==> src/rtl/pp_buffer_scheduler.sv <==
// Purpose : ping-pong scheduler for two 1-bit x BLOCK_LEN RAM banks between a bit source and a block consumer.
// Latency : block readable the cycle after its last bit is written; first rd_en one cycle later; q valid the next cycle.
// Backpress: in_ready drops while the bank being written is still full; reads stall while out_valid && !out_ready.
//
// Ports:
//   clk, reset            rising-edge clock, asynchronous active-high reset
//   in_valid / in_ready   upstream bit handshake
//   wr_en_a/b, wr_addr    RAM write controls (address shared by both banks)
//   rd_en_a/b, rd_addr    RAM read controls (address shared by both banks)
//   out_sel               downstream mux select: 0 = q_A, 1 = q_B
//   out_valid/out_ready   downstream bit handshake, out_last marks the last bit of a block
//   bank_full             [0] bank A full, [1] bank B full
//   ovf_cnt               (PPB_OVERFLOW_CNT_EN only) saturating count of cycles with in_valid && !in_ready
//
// Optional feature macro: PPB_OVERFLOW_CNT_EN
module pp_buffer_scheduler #(
    parameter int BLOCK_LEN = 192,
    parameter int ADDR_W    = $clog2(BLOCK_LEN)
) (
    input  logic              clk,
    input  logic              reset,
    input  logic              in_valid,
    output logic              in_ready,
    output logic              wr_en_a,
    output logic              wr_en_b,
    output logic [ADDR_W-1:0] wr_addr,
    output logic              rd_en_a,
    output logic              rd_en_b,
    output logic [ADDR_W-1:0] rd_addr,
    output logic              out_sel,
    output logic              out_valid,
    input  logic              out_ready,
    output logic              out_last,
`ifdef PPB_OVERFLOW_CNT_EN
    output logic [15:0]       ovf_cnt,
`endif
    output logic [1:0]        bank_full
);

    localparam logic [ADDR_W-1:0] LAST_ADDR = ADDR_W'(BLOCK_LEN - 1);

    typedef enum logic {
        RD_IDLE  = 1'b0,
        RD_BURST = 1'b1
    } rd_state_t;

    rd_state_t         state;
    rd_state_t         state_nxt;
    logic              wb;        // bank currently being written
    logic              rb;        // bank currently being read
    logic [ADDR_W-1:0] wa;
    logic [ADDR_W-1:0] ra;
    logic [1:0]        full;
    logic [1:0]        full_nxt;
    logic              accept;
    logic              wr_done;
    logic              issue;
    logic              rd_done;

    // Write side is purely combinational from registered state.
    assign in_ready  = !full[wb];
    assign accept    = in_valid & in_ready;
    assign wr_done   = accept & (wa == LAST_ADDR);
    assign wr_en_a   = accept & (wb == 1'b0);
    assign wr_en_b   = accept & (wb == 1'b1);
    assign wr_addr   = wa;
    assign rd_addr   = ra;
    assign bank_full = full;

    // Read FSM next state and read strobes.
    always_comb begin
        state_nxt = state;
        issue     = 1'b0;
        rd_done   = 1'b0;
        rd_en_a   = 1'b0;
        rd_en_b   = 1'b0;
        case (state)
            RD_IDLE: begin
                if (full[rb]) begin
                    state_nxt = RD_BURST;
                end
            end
            RD_BURST: begin
                // A new read may go out whenever the output register is empty or draining.
                issue   = !out_valid | out_ready;
                rd_done = issue & (ra == LAST_ADDR);
                rd_en_a = issue & (rb == 1'b0);
                rd_en_b = issue & (rb == 1'b1);
                if (rd_done) begin
                    // Chain straight into the other bank if it is full now or completes this very cycle,
                    // so back-to-back blocks stream without an idle cycle.
                    if (full[~rb] | (wr_done & (wb != rb))) begin
                        state_nxt = RD_BURST;
                    end else begin
                        state_nxt = RD_IDLE;
                    end
                end
            end
            default: state_nxt = RD_IDLE;
        endcase
    end

    // Set and clear never target the same bank: a write needs !full, a read needs full.
    always_comb begin
        full_nxt = full;
        if (wr_done) begin
            full_nxt[wb] = 1'b1;
        end
        if (rd_done) begin
            full_nxt[rb] = 1'b0;
        end
    end

    always_ff @(posedge clk or posedge reset) begin
        if (reset) begin
            state <= RD_IDLE;
        end else begin
            state <= state_nxt;
        end
    end

    always_ff @(posedge clk or posedge reset) begin
        if (reset) begin
            wb   <= 1'b0;
            rb   <= 1'b0;
            wa   <= '0;
            ra   <= '0;
            full <= 2'b00;
        end else begin
            full <= full_nxt;
            if (accept) begin
                if (wr_done) begin
                    wa <= '0;
                    wb <= ~wb;
                end else begin
                    wa <= wa + ADDR_W'(1);
                end
            end
            if (issue) begin
                if (rd_done) begin
                    ra <= '0;
                    rb <= ~rb;
                end else begin
                    ra <= ra + ADDR_W'(1);
                end
            end
        end
    end

    // Output qualifier tracks the one-cycle RAM read latency; a stalled bit holds because
    // the RAMs keep q while their read enable is low.
    always_ff @(posedge clk or posedge reset) begin
        if (reset) begin
            out_valid <= 1'b0;
            out_last  <= 1'b0;
            out_sel   <= 1'b0;
        end else if (issue) begin
            out_valid <= 1'b1;
            out_sel   <= rb;
            out_last  <= (ra == LAST_ADDR);
        end else if (out_ready) begin
            out_valid <= 1'b0;
            out_last  <= 1'b0;
        end
    end

`ifdef PPB_OVERFLOW_CNT_EN
    always_ff @(posedge clk or posedge reset) begin
        if (reset) begin
            ovf_cnt <= 16'h0000;
        end else if (in_valid && !in_ready && (ovf_cnt != 16'hFFFF)) begin
            ovf_cnt <= ovf_cnt + 16'h0001;
        end
    end
`endif

endmodule

==> config.mk <==
export PLATFORM = sky130hd
export DESIGN_NAME = pp_buffer_scheduler
export DESIGN_NICKNAME = d
export VERILOG_FILES = /design/src/rtl/pp_buffer_scheduler.sv
export SDC_FILE = /design/constraint.sdc
export NUM_CORES = 1
export LEC_CHECK = 0
export BUFFER_PORTS_ARGS = -buffer_cell sky130_fd_sc_hd__buf_2
export CAP_MARGIN = 20
export CORE_MARGIN = 3
export CORE_UTILIZATION = 40
export CTS_CLUSTER_DIAMETER = 40
export CTS_CLUSTER_SIZE = 14
export DETAILED_ROUTE_END_ITERATION = 7
export SLEW_MARGIN = 10
export SYNTH_ARGS = -nofsm -noshare
export SYNTH_HDL_FRONTEND = slang
export SYNTH_SLANG_ARGS = --single-unit
==> constraint.sdc <==
create_clock -name clk -period 2 [get_ports clk]
set_input_delay 0.6 -clock clk [delete_from_list [all_inputs] [get_ports clk]]
set_output_delay 0.6 -clock clk [all_outputs]
set_load 0.03 [all_outputs]
==> flow_summary_export.csv, run 1 <==
group,metric,value,unit
power_and_ir_drop,cellLeakagePower,0.734,nW
hold_path,hold_class,"in2async",
floorplanning,num_rows,19,
grt,grt_max_degree,25,
critical_path,crit_fanout,5,
critical_path,cp.arrival,1350,ps
grt,antenna_found_initial,0,
grt,grt-ovfl-total,0,
critical_path,path_cells,"mux2_4 -> clkinv_2 -> buf_4",
detailed_routing,drtIter0Drc,27,
finish,n_antenna_cell,0,
cts,cts_tree,"yes",
flow_run,drv_cap,0,
power_and_ir_drop,p_total,1.62,mW
power_and_ir_drop,swShare,0.395,
yosys,yosys.area_share.adder,0.0210,
timing,rsz0062_at_grt,"no",
yosys,syn_area_per_cell,10.5,um2
timing,slew_violations,0,
yosys,synth-xor-area-share,0.0734,
yosys,syn-instance-count,114,
cts,ctsHoldBuffers,0,
critical_path,cp_slowest_stage_delay,460,ps
timing,finalSetupViolCount,0,
power_and_ir_drop,p_int,983,uW
timing,period_minus_slack,1950,ps
critical_path,reg2reg_slack,540,ps
finish,fillers,267,
yosys,synth_cell_types,37,
timing,worst_pin_slew,300,ps
cts,clock-sinks,24,
power_and_ir_drop,p_per_area,1110,nW/um2
critical_path,endpoint_kind,"primary output",
finish,multiInputGateArea,577,um2
critical_path,slowest_stage,"dfrtp_2",
cts,clk_root_buffer_cell,"clkbuf_4",
critical_path,startpoint_type,"register",
power_and_ir_drop,netSwitchingPower,642,uW
detailed_routing,wl_met3,110,um
timing,final.setup.tns,0,ps
critical_path,reg2reg_from,"wb$_DFFE_PP0P_",
floorplanning,core,2810,um2
yosys,seq_area_frac_synth,0.503,
floorplanning,die_width,60.6,um
timing,clock.fmax,0.514,GHz
grt,grt_pass1_wl,3950,um
detailed_routing,drc,0,
power_and_ir_drop,comb_power_share,0.338,
power_and_ir_drop,seqPwrFrac,0.445,
grt,grt_pass1_vias,944,
timing,timing.slew.headroom,0.800,
yosys,synth_mux_area_frac,0.0524,
finish,drive_above_1_share,0.333,
place,dpl.cell_count,176,
cts,cts_buffers,3,
floorplanning,design.die.area,3680,um2
yosys,synth_top_family_by_area,"simple AND/OR/NAND/NOR gates",
yosys,yosys_warnings,0,
finish,final_cells,181,
detailed_routing,vias,960,
detailed_routing,first_pass_iters,4,
detailed_routing,final_antenna_net_count,0,
timing,hold_viol_final,0,
cts,clk-insertion-delay-late,320,ps
yosys,synth_nets,120,
detailed_routing,detail_route.wl_per_cell,13.1,um
timing,fin_skew,10.2,ps
power_and_ir_drop,ir_worst_vdd,0.641,mV
power_and_ir_drop,power.share.clock,0.217,
finish,nets,157,
yosys,synth_area,1190,um2
floorplanning,start_util,0.426,
yosys,synth_seq_cells,24,
outcome,status,"finished clean",
critical_path,criticalPathCategory,"reg2out",
timing,finalCritPeriodShare,0.973,
detailed_routing,highest_layer,"met4",
floorplanning,fp.dieH,60.6,um
cts,clk_pin_slew_worst_paths,140,ps
finish,area_growth,23.1,%
yosys,yosys.area_share.simple,0.263,
detailed_routing,totalWireLength,2380,um
place,hpwl,1800,um
critical_path,reg2reg_depth,5,
yosys,synth_compound_area_frac,0.0692,
finish,final_util,0.524,
place,finalWeightedCongestion,0.829,
cts,ctsHtreeMaxLevel,1,
grt,track_usage,0.142,
place,io_buffers,29,
critical_path,cp.required,1400,ps
detailed_routing,wl_met2,1180,um
detailed_routing,viasPerCell,5.30,
critical_path,reg2reg_to,"wr_addr[7]$_DFFE_PP0P_",
floorplanning,ios,30,
cts,cts_max_path_buffers,2,
detailed_routing,wl_met1,1070,um
finish,ff_latch_area,603,um2
layer usage:
layer  GRT usage  up-vias
li1            -      478
met2       0.258       22
met4      0.0279        0
met1       0.167      458
met3      0.0404        2
met5           0        -
critical path: cells and delay by family (launching register included):
kind,cells,cell delay (ps)
mux,1,340
flops,1,460
buf+inv,2,240
logic make-up (layout without fill, tap and decap cells):
| kind of cell | count (synthesis) | after routing |
|---|---|---|
| muxes | 5 | 5 |
| DFF | 24 | 24 |
| xor gates and xnor gates | 10 | 10 |
| adders and majority gates | 2 | 2 |
| AOI/OAI and AO/OA | 13 | 13 |
| and+or+nand+nor | 55 | 55 |
| buffers and inverters | 5 | 41 |
repair_timing:
action / CTS / global route
setup buffers: 0 / 1
cloned: 0 / 0
gates resized for setup: 2 / 1
setup endpoints to repair: 1 / 1
layout make-up:
cell class                 instances  area share
clock buffer                       3      0.0153
clock inverter                     1      0.0204
inverter                           3     0.00852
multi-input combinational         85       0.393
sequential                        24       0.411
tap                               31      0.0264
timing repair buffer              34       0.126
synth_stat cells, drive strengths merged:
cell | count | share of area
clkinv | 1 | 0.0042
o211ai | 1 | 0.0063
a211oi | 1 | 0.0063
nand3 | 5 | 0.025
xnor2 | 5 | 0.037
and4 | 4 | 0.031
o22a | 1 | 0.0073
nor3 | 1 | 0.0042
nand2 | 13 | 0.043
xor2 | 5 | 0.037
nor3b | 1 | 0.0063
nand3b | 1 | 0.0063
ha | 2 | 0.021
dfrtp | 24 | 0.50
and3b | 1 | 0.0073
nor2 | 9 | 0.035
mux2 | 4 | 0.044
a21oi | 2 | 0.0084
nand4 | 8 | 0.042
clkbuf | 1 | 0.0031
and2 | 3 | 0.016
nand2b | 2 | 0.010
o31ai | 1 | 0.0063
and3 | 4 | 0.021
buf | 1 | 0.0042
o21ai | 4 | 0.017
a21o | 2 | 0.013
inv | 2 | 0.0063
mux2i | 1 | 0.0084
nor2b | 3 | 0.016
a31oi | 1 | 0.0052
power groups by stage:
stage | clock [mW] | sequential [mW] | combinational [mW]
3_5_place_dp | 0 | 0.732 | 0.552
6_report | 0.353 | 0.723 | 0.548
3_3_place_gp | 0 | 0.727 | 0.550
2_1_floorplan | 0 | 0.919 | 0.189
4_1_cts | 0.361 | 0.725 | 0.553
5_1_grt | 0.380 | 0.749 | 0.600
stage by stage:
stage | hold slack (ps) | worst slack (ps) | area, um2
final | 290 | 54.6 | 1470
after global routing | 291 | 2.47 | 1470
after CTS | 298 | 24.6 | 1460
after detailed placement | 466 | 135 | 1400
after global placement | 464 | 152 | 1400
after floorplan | 544 | 29.3 | 1200
state kept, by name (all words and copies together) (netlist names):
signal and count:
state 1, out_valid 1, out_last 1, rb 1, wr_addr 8, bank_full 2, out_sel 1, rd_addr 8
wb 1
worst max-delay path by stage:
stage,start,end,depth (start not counted)
finish,wb$_DFFE_PP0P_,in_ready,3
global route,bank_full[0]$_DFF_PP0_,in_ready,3
CTS,wb$_DFFE_PP0P_,in_ready,3
detailed placement,out_ready,rd_en_b,4
global placement,out_ready,rd_en_b,4
floorplan,in_valid,wr_en_a,2
cells in the final DEF (no fill, tap or decap), types with 4 or more instances in the layout:
cell type   n
nand3_1     4
xor2_1      5
nand4_1     8
buf_4       6
dfrtp_1    22
buf_2      28
nor2_1      8
o21ai_0     4
and3_1      4
nand2_1    12
xnor2_1     5
No activity file was read; power rests on OpenSTA's default activity.
==> run 2, diff against run 1 <==
--- a/config.mk
+++ b/config.mk
@@ -12,6 +12,7 @@
 export CTS_CLUSTER_DIAMETER = 40
 export CTS_CLUSTER_SIZE = 14
 export DETAILED_ROUTE_END_ITERATION = 7
+export GPL_TIMING_DRIVEN = 0
 export SLEW_MARGIN = 10
 export SYNTH_ARGS = -nofsm -noshare
 export SYNTH_HDL_FRONTEND = slang
==> constraint.sdc (replaced) <==
create_clock -name clk -period 2 [get_ports clk]
set_input_delay 0 -clock clk [delete_from_list [all_inputs] [get_ports clk]]
set_output_delay 0 -clock clk [all_outputs]
set_load 0.03 [all_outputs]
==> run 2 against run 1 <==
Net effect:
- count of clock-buffer cells in the layout unchanged
- core utilization decreased by 0.67 points
- die area unchanged
- cell count decreased by 0.55%
- design area decreased by 1.3%
- total power increased by 0.49%
- wire length increased by 1.9%
- first-iteration DRC count decreased by 44%
- worst hold slack got worse by 240 ps
- critical path depth increased by 1
- sequential cell count unchanged
- clock power increased by 2%
==> flow_summary_export.csv, run 2 (same netlist as run 1, synthesis figures left out) <==
group,metric,value,unit
finish,multiInputGateArea,572,um2
timing,hold_viol_final,0,
detailed_routing,drtIter0Drc,15,
power_and_ir_drop,cellLeakagePower,0.722,nW
cts,cts_buffers,3,
floorplanning,ios,30,
place,finalWeightedCongestion,0.740,
timing,finalCritPeriodShare,0.751,
cts,ctsHtreeMaxLevel,1,
floorplanning,core,2810,um2
place,io_buffers,29,
power_and_ir_drop,p_per_area,1130,nW/um2
timing,fin_skew,7.92,ps
finish,drive_above_1_share,0.289,
timing,period_minus_slack,1500,ps
outcome,status,"finished clean",
floorplanning,fp.dieH,60.6,um
timing,final.setup.tns,0,ps
floorplanning,design.die.area,3680,um2
critical_path,startpoint_type,"register",
critical_path,cp.required,2220,ps
grt,grt_max_degree,25,
place,dpl.cell_count,174,
cts,clk-insertion-delay-late,320,ps
timing,timing.slew.headroom,0.391,
timing,worst_pin_slew,913,ps
timing,slew_violations,0,
grt,grt-ovfl-total,0,
power_and_ir_drop,p_total,1.63,mW
floorplanning,die_width,60.6,um
detailed_routing,final_antenna_net_count,0,
cts,clk_pin_slew_worst_paths,150,ps
timing,clock.fmax,0.666,GHz
critical_path,criticalPathCategory,"reg2reg",
finish,fillers,266,
grt,grt_pass1_vias,867,
critical_path,endpoint_kind,"register",
finish,layout_common_cells,"30 x buf_2, 24 x dfrtp_1, 12 x nand2_1, 8 x nor2_1, 8 x nand4_1",
hold_path,hold_class,"in2reg",
timing,worst_hold_slack,50.9,ps
detailed_routing,totalWireLength,2420,um
critical_path,crit_fanout,6,
finish,final_util,0.517,
detailed_routing,first_pass_iters,4,
timing,finalSetupViolCount,0,
finish,ff_latch_area,601,um2
detailed_routing,drc,0,
cts,clock-sinks,24,
finish,final_cells,180,
finish,area_growth,21.5,%
finish,final_common_cell,"buf_2",
detailed_routing,vias,943,
cts,cts_max_path_buffers,2,
place,hpwl,1780,um
cts,cts_tree,"yes",
power_and_ir_drop,ir_worst_vdd,0.707,mV
finish,n_antenna_cell,0,
detailed_routing,viasPerCell,5.24,
cts,cts_resized,0,
floorplanning,start_util,0.426,
critical_path,cp.arrival,1720,ps
detailed_routing,detail_route.wl_per_cell,13.5,um
flow_run,drv_cap,0,
timing,rsz0062_at_grt,"no",
floorplanning,num_rows,19,
finish,nets,156,
grt,grt_pass1_wl,3880,um
cts,clk_root_buffer_cell,"clkbuf_4",
grt,track_usage,0.142,
grt,antenna_found_initial,0,
[run 2: cell count changes in the layout (fill, tap and decap cells not counted)]
cell / change
buf_4: -6
dfrtp_2: -2
nor3b_2: -1
buf_2: +2
nor3b_1: +1
dfrtp_1: +2
dlygate4sd3_1: +2
clkbuf_1: +1
[run 2: worst paths after layout]
path / start / endpoint / slack [ps] / cells after the start
worst max-delay path: wb$_DFFE_PP0P_ / wr_addr[6]$_DFFE_PP0P_ / 500 / 4
worst min-delay path: in_valid / wr_addr[3]$_DFFE_PP0P_ / 50 / 4
worst max register to register: wb$_DFFE_PP0P_ / wr_addr[6]$_DFFE_PP0P_ / 500 / 4
worst min register to register: out_sel$_DFFE_PP0P_ / out_sel$_DFFE_PP0P_ / 490 / 1
max in group asynchronous: reset / rd_addr[6]$_DFFE_PP0P_ / 1040 / 3
min in group asynchronous: reset / rd_addr[1]$_DFFE_PP0P_ / 400 / 3
[run 2: final cells by class]
| class | count | share of cell area |
|---|---|---|
| buffer | 2 | 0.00604 |
| clock buffer | 3 | 0.0155 |
| sequential | 24 | 0.414 |
| clock inverter | 1 | 0.0207 |
| inverter | 3 | 0.00863 |
| timing repair buffer | 31 | 0.114 |
| multi-input combinational | 85 | 0.394 |
| tap | 31 | 0.0267 |
[run 2: per-stage QoR]
| stage | setup WS [ps] | instance area, um2 |
|---|---|---|
| final | 497 | 1450 |
| after global routing | 420 | 1450 |
| after CTS | 495 | 1450 |
| after detailed placement | 527 | 1380 |
| after global placement | 532 | 1380 |
| after floorplan | 266 | 1190 |
[run 2: worst max-delay path, cell delays in order, from the launching register on]
cell and delay [ps]:
dfrtp_1 480, mux2_4 360, nor2_4 150, nand3_2 100, mux2_4 300
[run 2: metal layers]
metal	wire, um	global-route usage	vias to the layer above
met2	1150	0.234	20
met1	1170	0.188	447
li1	-	-	474
met5	0	0	-
met4	18	0.0526	0
met3	82	0.0255	2
[run 2: report_power, final]
| part | total [mW] | switching (mW) | internal [mW] |
|---|---|---|---|
| sequential | 0.725 | 0.134 | 0.590 |
| combinational | 0.548 | 0.362 | 0.185 |
| clock | 0.360 | 0.158 | 0.202 |
[run 2: repair_timing]
| item | 4_1_cts | 5_1_grt |
|---|---|---|
| endpoints found under the hold margin | 25 | 0 |
| hold buffers | 2 | 0 |
| buffers inserted | 0 | 0 |
